## src/rtl/flash_cmd_seq.sv

```systemverilog
// Command sequencer for a 16-bit AMD/CFI parallel NOR flash: single-word read,
// word program, sector erase and reset, with cycle-counted strobe timing and RY/BY# polling.
module flash_cmd_seq #(
  parameter int T_SETUP   = 2,
  parameter int T_WP      = 3,
  parameter int T_ACC     = 6,
  parameter int T_BUSY    = 5,
  parameter int TIMEOUT_W = 26
) (
  input  logic        clk,
  input  logic        nrst,
  input  logic        cmd_valid,
  output logic        cmd_ready,
  input  logic [1:0]  cmd_op,
  input  logic [25:0] cmd_addr,
  input  logic [15:0] cmd_wdata,
  output logic        rsp_valid,
  output logic [15:0] rsp_rdata,
  output logic        rsp_err,
  output logic [25:0] flash_a,
  output logic        flash_nce,
  output logic        flash_noe,
  output logic        flash_nwe,
  input  logic        flash_ready,
  output logic [15:0] bus_o,
  output logic        bus_oe,
  input  logic [15:0] bus_i
);

  localparam logic [1:0] OP_READ  = 2'd0;
  localparam logic [1:0] OP_PROG  = 2'd1;
  localparam logic [1:0] OP_ERASE = 2'd2;
  localparam logic [1:0] OP_RESET = 2'd3;

  localparam logic [7:0] SETUP_LAST = 8'(T_SETUP - 1);
  localparam logic [7:0] WP_LAST    = 8'(T_WP - 1);
  localparam logic [7:0] ACC_LAST   = 8'(T_ACC - 1);
  localparam logic [7:0] BUSY_LAST  = 8'(T_BUSY - 1);

  typedef enum logic [3:0] {
    IDLE, W_SETUP, W_PULSE, W_HOLD, R_ACC, R_END, BUSY_DLY, POLL, DONE
  } state_t;

  typedef struct packed {
    logic [25:0] a;
    logic [15:0] d;
  } step_t;

  // Address/data of bus write number idx within the unlock/command sequence of op.
  function automatic step_t step_word(input logic [1:0] op, input logic [2:0] idx,
                                      input logic [25:0] a, input logic [15:0] d);
    step_t w;
    w.a = a;
    w.d = d;
    case (op)
      OP_PROG: begin
        case (idx)
          3'd0:    begin w.a = 26'h555; w.d = 16'h00AA; end
          3'd1:    begin w.a = 26'h2AA; w.d = 16'h0055; end
          3'd2:    begin w.a = 26'h555; w.d = 16'h00A0; end
          default: ;
        endcase
      end
      OP_ERASE: begin
        case (idx)
          3'd0:    begin w.a = 26'h555; w.d = 16'h00AA; end
          3'd1:    begin w.a = 26'h2AA; w.d = 16'h0055; end
          3'd2:    begin w.a = 26'h555; w.d = 16'h0080; end
          3'd3:    begin w.a = 26'h555; w.d = 16'h00AA; end
          3'd4:    begin w.a = 26'h2AA; w.d = 16'h0055; end
          default: w.d = 16'h0030;
        endcase
      end
      default: w.d = 16'h00F0;
    endcase
    return w;
  endfunction

  function automatic logic is_last(input logic [1:0] op, input logic [2:0] idx);
    case (op)
      OP_PROG:  return idx == 3'd3;
      OP_ERASE: return idx == 3'd5;
      default:  return 1'b1;
    endcase
  endfunction

  state_t                 state_reg;
  logic [1:0]             op_reg;
  logic [25:0]            addr_reg;
  logic [15:0]            wdata_reg;
  logic [2:0]             step_reg;
  logic [7:0]             tmr_reg;
  logic [TIMEOUT_W-1:0]   tout_reg;
  logic [TIMEOUT_W-1:0]   tout_inc;
  logic                   rdy_meta;
  logic                   rdy_sync;
  step_t                  first_word;
  step_t                  next_word;
  logic                   cur_last;

  always_comb begin
    first_word = step_word(cmd_op, 3'd0, cmd_addr, cmd_wdata);
    next_word  = step_word(op_reg, step_reg + 3'd1, addr_reg, wdata_reg);
    cur_last   = is_last(op_reg, step_reg);
    tout_inc   = tout_reg + TIMEOUT_W'(1);
  end

  always_ff @(posedge clk or negedge nrst) begin
    if (!nrst) begin
      state_reg <= IDLE;
      op_reg    <= OP_READ;
      addr_reg  <= '0;
      wdata_reg <= '0;
      step_reg  <= '0;
      tmr_reg   <= '0;
      tout_reg  <= '0;
      rdy_meta  <= 1'b0;
      rdy_sync  <= 1'b0;
      cmd_ready <= 1'b0;
      rsp_valid <= 1'b0;
      rsp_err   <= 1'b0;
      rsp_rdata <= '0;
      flash_a   <= '0;
      flash_nce <= 1'b1;
      flash_noe <= 1'b1;
      flash_nwe <= 1'b1;
      bus_o     <= '0;
      bus_oe    <= 1'b0;
    end else begin
      rdy_meta  <= flash_ready;
      rdy_sync  <= rdy_meta;
      rsp_valid <= 1'b0;
      case (state_reg)
        IDLE: begin
          if (cmd_valid && cmd_ready) begin
            cmd_ready <= 1'b0;
            op_reg    <= cmd_op;
            addr_reg  <= cmd_addr;
            wdata_reg <= cmd_wdata;
            step_reg  <= '0;
            tmr_reg   <= '0;
            flash_nce <= 1'b0;
            if (cmd_op == OP_READ) begin
              flash_a   <= cmd_addr;
              flash_noe <= 1'b0;
              state_reg <= R_ACC;
            end else begin
              flash_a   <= first_word.a;
              bus_o     <= first_word.d;
              bus_oe    <= 1'b1;
              state_reg <= W_SETUP;
            end
          end else begin
            cmd_ready <= 1'b1;
          end
        end
        W_SETUP: begin
          if (tmr_reg == SETUP_LAST) begin
            tmr_reg   <= '0;
            flash_nwe <= 1'b0;
            state_reg <= W_PULSE;
          end else begin
            tmr_reg <= tmr_reg + 8'd1;
          end
        end
        W_PULSE: begin
          if (tmr_reg == WP_LAST) begin
            tmr_reg   <= '0;
            flash_nwe <= 1'b1;
            flash_nce <= 1'b1;
            state_reg <= W_HOLD;
          end else begin
            tmr_reg <= tmr_reg + 8'd1;
          end
        end
        W_HOLD: begin
          // The bus stays driven across steps; it is released only when the sequence ends.
          if (cur_last) begin
            bus_oe <= 1'b0;
            if (op_reg == OP_RESET) begin
              rsp_valid <= 1'b1;
              rsp_err   <= 1'b0;
              state_reg <= DONE;
            end else begin
              state_reg <= BUSY_DLY;
            end
          end else begin
            step_reg  <= step_reg + 3'd1;
            flash_a   <= next_word.a;
            bus_o     <= next_word.d;
            flash_nce <= 1'b0;
            state_reg <= W_SETUP;
          end
        end
        R_ACC: begin
          if (tmr_reg == ACC_LAST) begin
            tmr_reg   <= '0;
            rsp_rdata <= bus_i;
            flash_nce <= 1'b1;
            flash_noe <= 1'b1;
            state_reg <= R_END;
          end else begin
            tmr_reg <= tmr_reg + 8'd1;
          end
        end
        R_END: begin
          rsp_valid <= 1'b1;
          rsp_err   <= 1'b0;
          state_reg <= DONE;
        end
        BUSY_DLY: begin
          if (tmr_reg == BUSY_LAST) begin
            tmr_reg   <= '0;
            tout_reg  <= '0;
            state_reg <= POLL;
          end else begin
            tmr_reg <= tmr_reg + 8'd1;
          end
        end
        POLL: begin
          if (rdy_sync) begin
            rsp_valid <= 1'b1;
            rsp_err   <= 1'b0;
            state_reg <= DONE;
          end else if (&tout_inc) begin
            rsp_valid <= 1'b1;
            rsp_err   <= 1'b1;
            state_reg <= DONE;
          end else begin
            tout_reg <= tout_inc;
          end
        end
        DONE: begin
          rsp_err   <= 1'b0;
          cmd_ready <= 1'b1;
          state_reg <= IDLE;
        end
        default: state_reg <= IDLE;
      endcase
    end
  end

endmodule

```

## config.mk

```make
export PLATFORM = sky130hd
export DESIGN_NAME = flash_cmd_seq
export DESIGN_NICKNAME = d
export VERILOG_FILES = /design/src/rtl/flash_cmd_seq.sv
export SDC_FILE = /design/constraint.sdc
export NUM_CORES = 1
export LEC_CHECK = 0
export ABC_AREA = 1
export CAP_MARGIN = 20
export CORE_UTILIZATION = 50
export DETAILED_ROUTE_END_ITERATION = 6
export PLACE_DENSITY = 0.77
export SYNTH_ARGS = -nofsm -noshare
export SYNTH_HDL_FRONTEND = slang
export SYNTH_SLANG_ARGS = --single-unit
```

## constraint.sdc

```tcl
create_clock -name clk -period 2.37 [get_ports clk]
set_input_delay 0.237 -clock clk [delete_from_list [all_inputs] [get_ports clk]]
set_output_delay 0.237 -clock clk [all_outputs]
set_load 0.005 [all_outputs]
```

==> flow_metrics.py <==
metrics = {
    "clocking": {
        "cts_num_sinks": 152,
        "clock_tree.htree_level_count": 4,
        "max-clock-path-buffers": 2,
        "worst_skew_pair.late_latency_ns": 0.43,
        "cts_inserted_buffers": 17,
        "cts_tree": "done",
        "clk_pin_slew_worst_paths_ns": 0.06,
        "root_buffer": "sky130_fd_sc_hd__clkbuf_16",
    },
    "flow_run": {
        "drv.max_cap_violation_count": 0,
    },
    "finish": {
        "layout-drive-gt1-share_pct": 13.5,
        "finish.net_count": 1296,
        "syn2layout_area_growth_pct": 30.6,
        "stdcell_area_um2": 10700,
        "postLayoutCoreUtil_pct": 67.0,
        "finish.cell_count_without_fillers": 1446,
        "antennaDiodeCount": 0,
    },
    "placed_design": {
        "finalWeightedCongestion": 0.902,
        "detailedPlace.worstSlack_ns": 0.100,
        "dp_cells": 1401,
        "hpwl_mm": 14.6,
        "port_buffers": 128,
        "placement.cell_area_um2": 9840,
    },
    "yosys": {
        "post_synth_and_or_nand_nor_area_fraction_pct": 31.2,
        "multiplexer_share_of_the_synthesized_area_pct": 2.20,
        "yosys.area.top_type_share_pct": 45.6,
        "netlist-cell-type-count": 46,
        "synth_top_family_by_area": "simple AND/OR/NAND/NOR gates",
        "synthDominantAreaCellType": "sky130_fd_sc_hd__dfrtp_1",
        "post_synthesis_xor_xnor_area_fraction_pct": 0.536,
        "syn-mean-instance-area_um2": 7.68,
        "synthCells": 1064,
        "synth_nets": 1143,
        "synth.top_cells.by_area": "sky130_fd_sc_hd__dfrtp_1 (46%), sky130_fd_sc_hd__nand2_1 (14%), sky130_fd_sc_hd__nor2_1 (5.3%)",
        "synth_async_sr_flop_share_pct": 100,
        "synth_seq_area_share_pct": 46.6,
        "flops_latches_synth": 152,
        "synth_fa_ha_area_share_pct": 2.30,
        "ys_warn_count": 0,
        "number_of_flops_mapped_to_enable_cells_by_yosys": 0,
        "postSynth.topFlopCell": "sky130_fd_sc_hd__dfrtp_1",
        "synth_compound_gate_area_share_pct": 10.3,
        "synth.cell_area_um2": 8170,
    },
    "critical_path": {
        "critPathMaxStageDelay_ns": 0.42,
        "worst-setup-path-type": "flop to flop",
        "critical_path.startpoint_type": "flop",
        "crit_path_frequent_cell": "sky130_fd_sc_hd__nand2_1",
        "setup.worst_path.end_class": "flop",
        "crit_required_ns": 2.68,
        "worst-path-max-fanout": 8,
        "timing.critical_path.arrival_ns": 2.64,
        "slowest_cp_cell": "sky130_fd_sc_hd__dfrtp_2",
        "worstPathCellList": "ha_4 -> nand2_4 -> nor2_4 -> nand2_2 -> inv_2 -> nand3_1 -> nand2_1 -> nand2_1 -> nor2_1 -> nand2_1 -> nor2_4 -> nand4_4 -> clkbuf_16 -> nand3_1 -> nand2_1",
    },
    "floorplanning": {
        "floorplan.rows": 46,
        "die-width_um": 130,
        "top_level_ports": 129,
        "die_area_um2": 16900,
        "initial_utilization_pct": 51.3,
        "coreArea_um2": 15900,
        "die_h_um": 130,
    },
    "timing": {
        "finalHoldViolations": 0,
        "slew-limit-headroom_pct": 58.2,
        "setup_viol": 0,
        "tightest_slew_ns": 0.628,
        "clock-skew-final_ns": 0.0129,
        "finalCritPeriodShare_pct": 98.3,
        "final_period_minus_worst_setup_slack_ns": 2.33,
        "fin_ws_ns": 0.0402,
        "timing.fmax_ghz": 0.429,
        "timing.final.max_slew_violations": 0,
        "grt_setup_unrepaired": "yes",
    },
    "drt": {
        "post-route-drc-count": 0,
        "vias": 7808,
        "detail_route.vias_per_cell": 5.40,
        "drt-initial-drc-count": 715,
        "postRouteAntennaNets": 0,
        "drt_pass1_iterations": 5,
        "detail_route.wirelength_mm": 22.3,
        "wl_cell_um": 15.4,
    },
    "global_route": {
        "grt_max_degree": 64,
        "aggregate_global_routing_overflow": 0,
        "antenna_violations_before_repair": 0,
        "grt_first_pass_wirelength_mm": 35.7,
        "grt.total_usage_pct": 27.0,
        "via_count_of_the_first_global_routing_pass": 7428,
    },
    "run_status": {
        "status": "finished, final reports clean",
    },
    "pwr": {
        "power_leakage_nw": 4.89,
        "pwr_density_cell_nw_per_um2": 1110,
        "total_power_mw": 11.8,
        "max-vdd-ir-drop_mv": 0.682,
    },
    "worst_hold_path": {
        "worst_hold_path_type": "input pin to flop",
    },
}
## cell usage after synthesis, types with 5 or more instances
| master | n |
|---|---|
| sky130_fd_sc_hd__nand4_1 | 18 |
| sky130_fd_sc_hd__o21ai_0 | 40 |
| sky130_fd_sc_hd__nor2_1 | 116 |
| sky130_fd_sc_hd__nor2_2 | 8 |
| sky130_fd_sc_hd__a31oi_1 | 21 |
| sky130_fd_sc_hd__nand2_1 | 315 |
| sky130_fd_sc_hd__ha_1 | 15 |
| sky130_fd_sc_hd__or2_2 | 5 |
| sky130_fd_sc_hd__nor2_4 | 7 |
| sky130_fd_sc_hd__clkbuf_1 | 29 |
| sky130_fd_sc_hd__nand3_1 | 83 |
| sky130_fd_sc_hd__inv_1 | 98 |
| sky130_fd_sc_hd__dfrtp_1 | 149 |
| sky130_fd_sc_hd__nor3_1 | 12 |
| sky130_fd_sc_hd__nand2_2 | 15 |
| sky130_fd_sc_hd__buf_2 | 5 |
| sky130_fd_sc_hd__o21bai_1 | 6 |
| sky130_fd_sc_hd__o211ai_1 | 7 |
| sky130_fd_sc_hd__mux2_2 | 16 |
| sky130_fd_sc_hd__a21oi_1 | 56 |
## stage by stage
| stage | hold slack, ns | TNS [ns] |
|---|---|---|
| finish | 0.260 | 0 |
| global route | 0.259 | -1.72 |
| CTS | 0.249 | 0 |
| detailed placement | 0.282 | 0 |
| global placement | 0.271 | 0 |
| floorplan | -0.0586 | 0 |
## kinds of logic after synthesis
| family | count (synthesis) |
|---|---|
| muxes | 16 |
| and+or+nand+nor | 589 |
| adders and majority gates | 15 |
| xor gates and xnor gates | 5 |
| buffers and inverters | 140 |
| AOI/OAI and AO/OA | 147 |
| DFF | 152 |
## final timing paths
path / startpoint / to / slack, ns / cells past startpoint
worst max-delay path: tout_reg[0] / tout_reg[3] / 0.04 / 15
worst min-delay path: flash_ready / rdy_meta / 0.26 / 1
worst max register to register: tout_reg[0] / tout_reg[3] / 0.04 / 15
worst min register to register: rdy_meta / rdy_sync / 0.35 / 0
max in group asynchronous: nrst / flash_noe / 1.30 / 3
min in group asynchronous: nrst / tout_reg[15] / 0.39 / 2
## placed cells by master, fill, tap and decap left out, types with 3 or more instances in the layout
cell type	Yosys	layout
sky130_fd_sc_hd__ha_1	15	14
sky130_fd_sc_hd__clkdlybuf4s50_1	0	127
sky130_fd_sc_hd__clkinvlp_4	0	4
sky130_fd_sc_hd__a21oi_1	56	55
sky130_fd_sc_hd__inv_2	3	5
sky130_fd_sc_hd__buf_12	1	5
sky130_fd_sc_hd__dfrtp_1	149	141
sky130_fd_sc_hd__nor2_2	8	9
sky130_fd_sc_hd__o22ai_1	4	4
sky130_fd_sc_hd__nand3_1	83	80
sky130_fd_sc_hd__buf_6	1	3
sky130_fd_sc_hd__nand3_2	0	3
sky130_fd_sc_hd__mux2_2	16	16
sky130_fd_sc_hd__xor2_1	4	4
sky130_fd_sc_hd__nor2_4	7	12
sky130_fd_sc_hd__nand3b_1	4	4
sky130_fd_sc_hd__clkbuf_16	0	18
sky130_fd_sc_hd__o211ai_1	7	7
sky130_fd_sc_hd__clkbuf_1	29	3
sky130_fd_sc_hd__dfrtp_2	0	8
sky130_fd_sc_hd__nand4_1	18	18
sky130_fd_sc_hd__nor3_1	12	12
sky130_fd_sc_hd__nand2_1	315	305
sky130_fd_sc_hd__buf_4	1	34
sky130_fd_sc_hd__nand2_2	15	24
sky130_fd_sc_hd__o21ai_0	40	40
sky130_fd_sc_hd__dfstp_2	3	3
sky130_fd_sc_hd__inv_1	98	97
sky130_fd_sc_hd__o31ai_1	3	3
sky130_fd_sc_hd__o21bai_1	6	6
sky130_fd_sc_hd__nor2_1	116	110
sky130_fd_sc_hd__a31oi_1	21	21
sky130_fd_sc_hd__or2_2	5	5
## report_power, final
group / switching, mW / total [mW] / internal (mW) / leakage, nW
clock network: 1.08 / 2.58 / 1.50 / 0.263
registers: 0.573 / 4.06 / 3.49 / 1.89
logic: 2.95 / 5.17 / 2.22 / 2.74
total: 4.60 / 11.8 / 7.22 / 4.89
## worst max-delay path: cells and delay by family (launching register included)
kind                     cells  cell delay [ns]
AND/OR/NAND/NOR             12             1.28
buffers and inverters        2             0.34
flip-flops                   1             0.42
adder cells (fa/ha/maj)      1             0.17
## timing repair
action                                  in CTS  in global routing
hold buffers                                 1                  0
hold endpoints to repair                    59                  0
buffers inserted                             0                  9
resized for setup                            0                 48
endpoints found under the setup margin       0                 52
## cell type report
cell class	count	area, um^2
clock buffer	22	464
clock inverter	10	96.3
fill	1319	5270
inverter	102	383
multi-input combinational	773	3950
sequential	152	3820
tap	216	270
timing repair buffer	171	1700
## routing by layer
layer / GRT usage (%) / routed length (um) / vias to the layer above
met3: 6.36 / 1570 / 31
li1: - / - / 3753
met5: 0 / 0 / -
met2: 43.1 / 10700 / 329
met4: 9.85 / 376 / 0
met1: 36.0 / 9660 / 3695
(Power assumes the default switching activity.)
==> RTL edit: new RTL, same flow settings <==
Make the reset (`nrst`) synchronous in one clocked block.
--- a/src/rtl/flash_cmd_seq.sv
+++ b/src/rtl/flash_cmd_seq.sv
@@ -105,7 +105,7 @@
     tout_inc   = tout_reg + TIMEOUT_W'(1);
   end
 
-  always_ff @(posedge clk or negedge nrst) begin
+  always_ff @(posedge clk) begin
     if (!nrst) begin
       state_reg <= IDLE;
       op_reg    <= OP_READ;
Formal check against the unedited RTL: differs if nrst is asserted again (counterexample within 4 cycles, from zero or initial values and one cycle with nrst low); with nrst held inactive, the same outputs for 10 cycles.
==> RTL edit against the unedited design <==
Final area fell by 5.1%; sequential share of layout area fell by 5.6 points; routed wire length down 0.82%; non-clock buffer count is 3 lower; worst hold slack worse by 0.079 ns; sequential cell count stayed put; worst setup slack lost 0.0057 ns; die area is 5.3% lower; critical path type unchanged; critical path depth is 1 higher; count of clock-buffer cells in the layout is 3 lower; area after synthesis is 5.4% lower.
Power is not compared: it rests on default switching activity, and its combinational part moved more than twofold at a synthesized area within 25%.
==> RTL edit: results (changes against the unedited design) <==
- The launching element of the worst setup path is tout_reg[0].
- The share of layout cells above drive strength 1 is 9.655% (-3.8 points).
- The total cell area at the placement stage came to 9335 sq um (-5.1%).
- Sorting the synthesized cells by how often they occur yields sky130_fd_sc_hd__nand2_1, sky130_fd_sc_hd__nor2_1, sky130_fd_sc_hd__dfxtp_1.
- The met1 layer wirelength in the final routing is 9901 um (+2.5%).
- The synthesized instance count is 1162 (+9.2%).
- The run finished with clean final reports.
- The number of fill cells is 1280 (-3.0%).
- The final RePlAce weighted congestion is 0.9228 (+2.3%).
- The slew at the pin closest to its max-slew limit came to 0.6902 ns (+0.06253 ns).
- The detailed-route wire length per cell is 14.82 um (-3.9%).
- The worst reg-to-reg path cell count was 16 (+1).
- The count of cell types in the netlist was 37 (-20%).
- The compound-gate portion of the synthesized area is 20.58% (+10 points).
- The total routing usage reported by global routing came to 27.32% (+0.32 points).
- The proportion of synthesized flip-flops having asynchronous set or reset was 0% (-100 points).
- The largest incremental delay on the critical path is 0.37 ns (-0.05 ns).
- The final net count came to 1371 (+5.8%).
- The shortest period the worst path allows is 2.335 ns (+0.005675 ns).
- The detail-routed via count per cell is 5.487 (+1.6%).
- The final clock skew was 0.01154 ns (-0.001402 ns).
- The global-route wire length before repair is 35170 um (-1.5%).
- The worst-path maximum fanout is 32 (+24).
- The share of synthesized area occupied by flip-flops and latches came to 39.35% (-7.2 points).
- The worst setup timing slack at the placement stage is 0.04815 ns (-0.05231 ns).
- The half-perimeter wire length after placement is 14480 um (-0.75%).
- The via count of the first global-routing pass was 7274 (-2.1%).
- The routed wire length on met3 is 1313 um (-16%).
- The routed wire length on met2 is 10590 um (-1.1%).
- The post-synthesis mux area share is 0% (-2.2 points).
RTL edit: changes by cell type in the layout (fill, tap and decap cells not counted), sizes merged, moves of 70 or more:
cell	unedited run	this run
dfxtp	0	152
dfrtp	149	0
nor2	131	201
nand2	333	215
o21ai	41	123
a21oi	56	130
RTL edit: cell families (layout without fill, tap and decap cells):
kind of cell	count (synthesis)	count (layout)
fa+ha+maj	15	15
buf+inv	159	302
xor+xnor	4	4
compound gates	299	299
flops	152	152
simple gates	533	533
RTL edit: worst min path at each step:
stage,start,depth (start not counted),end,slack [ns]
after floorplan,flash_ready,2,rdy_meta,0.33
after global placement,rdy_meta,2,rdy_sync,0.41
after detailed placement,rdy_meta,2,rdy_sync,0.41
after CTS,nrst,3,bus_oe,0.19
after global routing,nrst,3,bus_oe,0.19
final,nrst,3,bus_oe,0.18
RTL edit: repair_timing:
item,4_1_cts,5_1_grt
resized for setup,0,36
endpoints found under the setup margin,0,50
buffers inserted,0,4
RTL edit: area by class of cell:
| class | count | area [sq um] | share of cell area (%) |
|---|---|---|---|
| inverters | 102 | 382.9 | 3.778 |
| well taps | 188 | 235.2 | 2.321 |
| multi-input cells | 851 | 4159 | 41.04 |
| clock inverters | 13 | 153.9 | 1.519 |
| repair buffers | 168 | 1693 | 16.70 |
| flip-flops and latches | 152 | 3058 | 30.17 |
| clock buffers | 19 | 452.9 | 4.469 |
RTL edit: power groups by stage:
stage	combinational, uW	clock (uW)	sequential, uW
after floorplan	1440	0	3230
after global placement	2410	0	3280
after detailed placement	2450	0	3290
after CTS	2490	2810	3240
after global routing	2760	2930	3300
final	2500	2780	3260
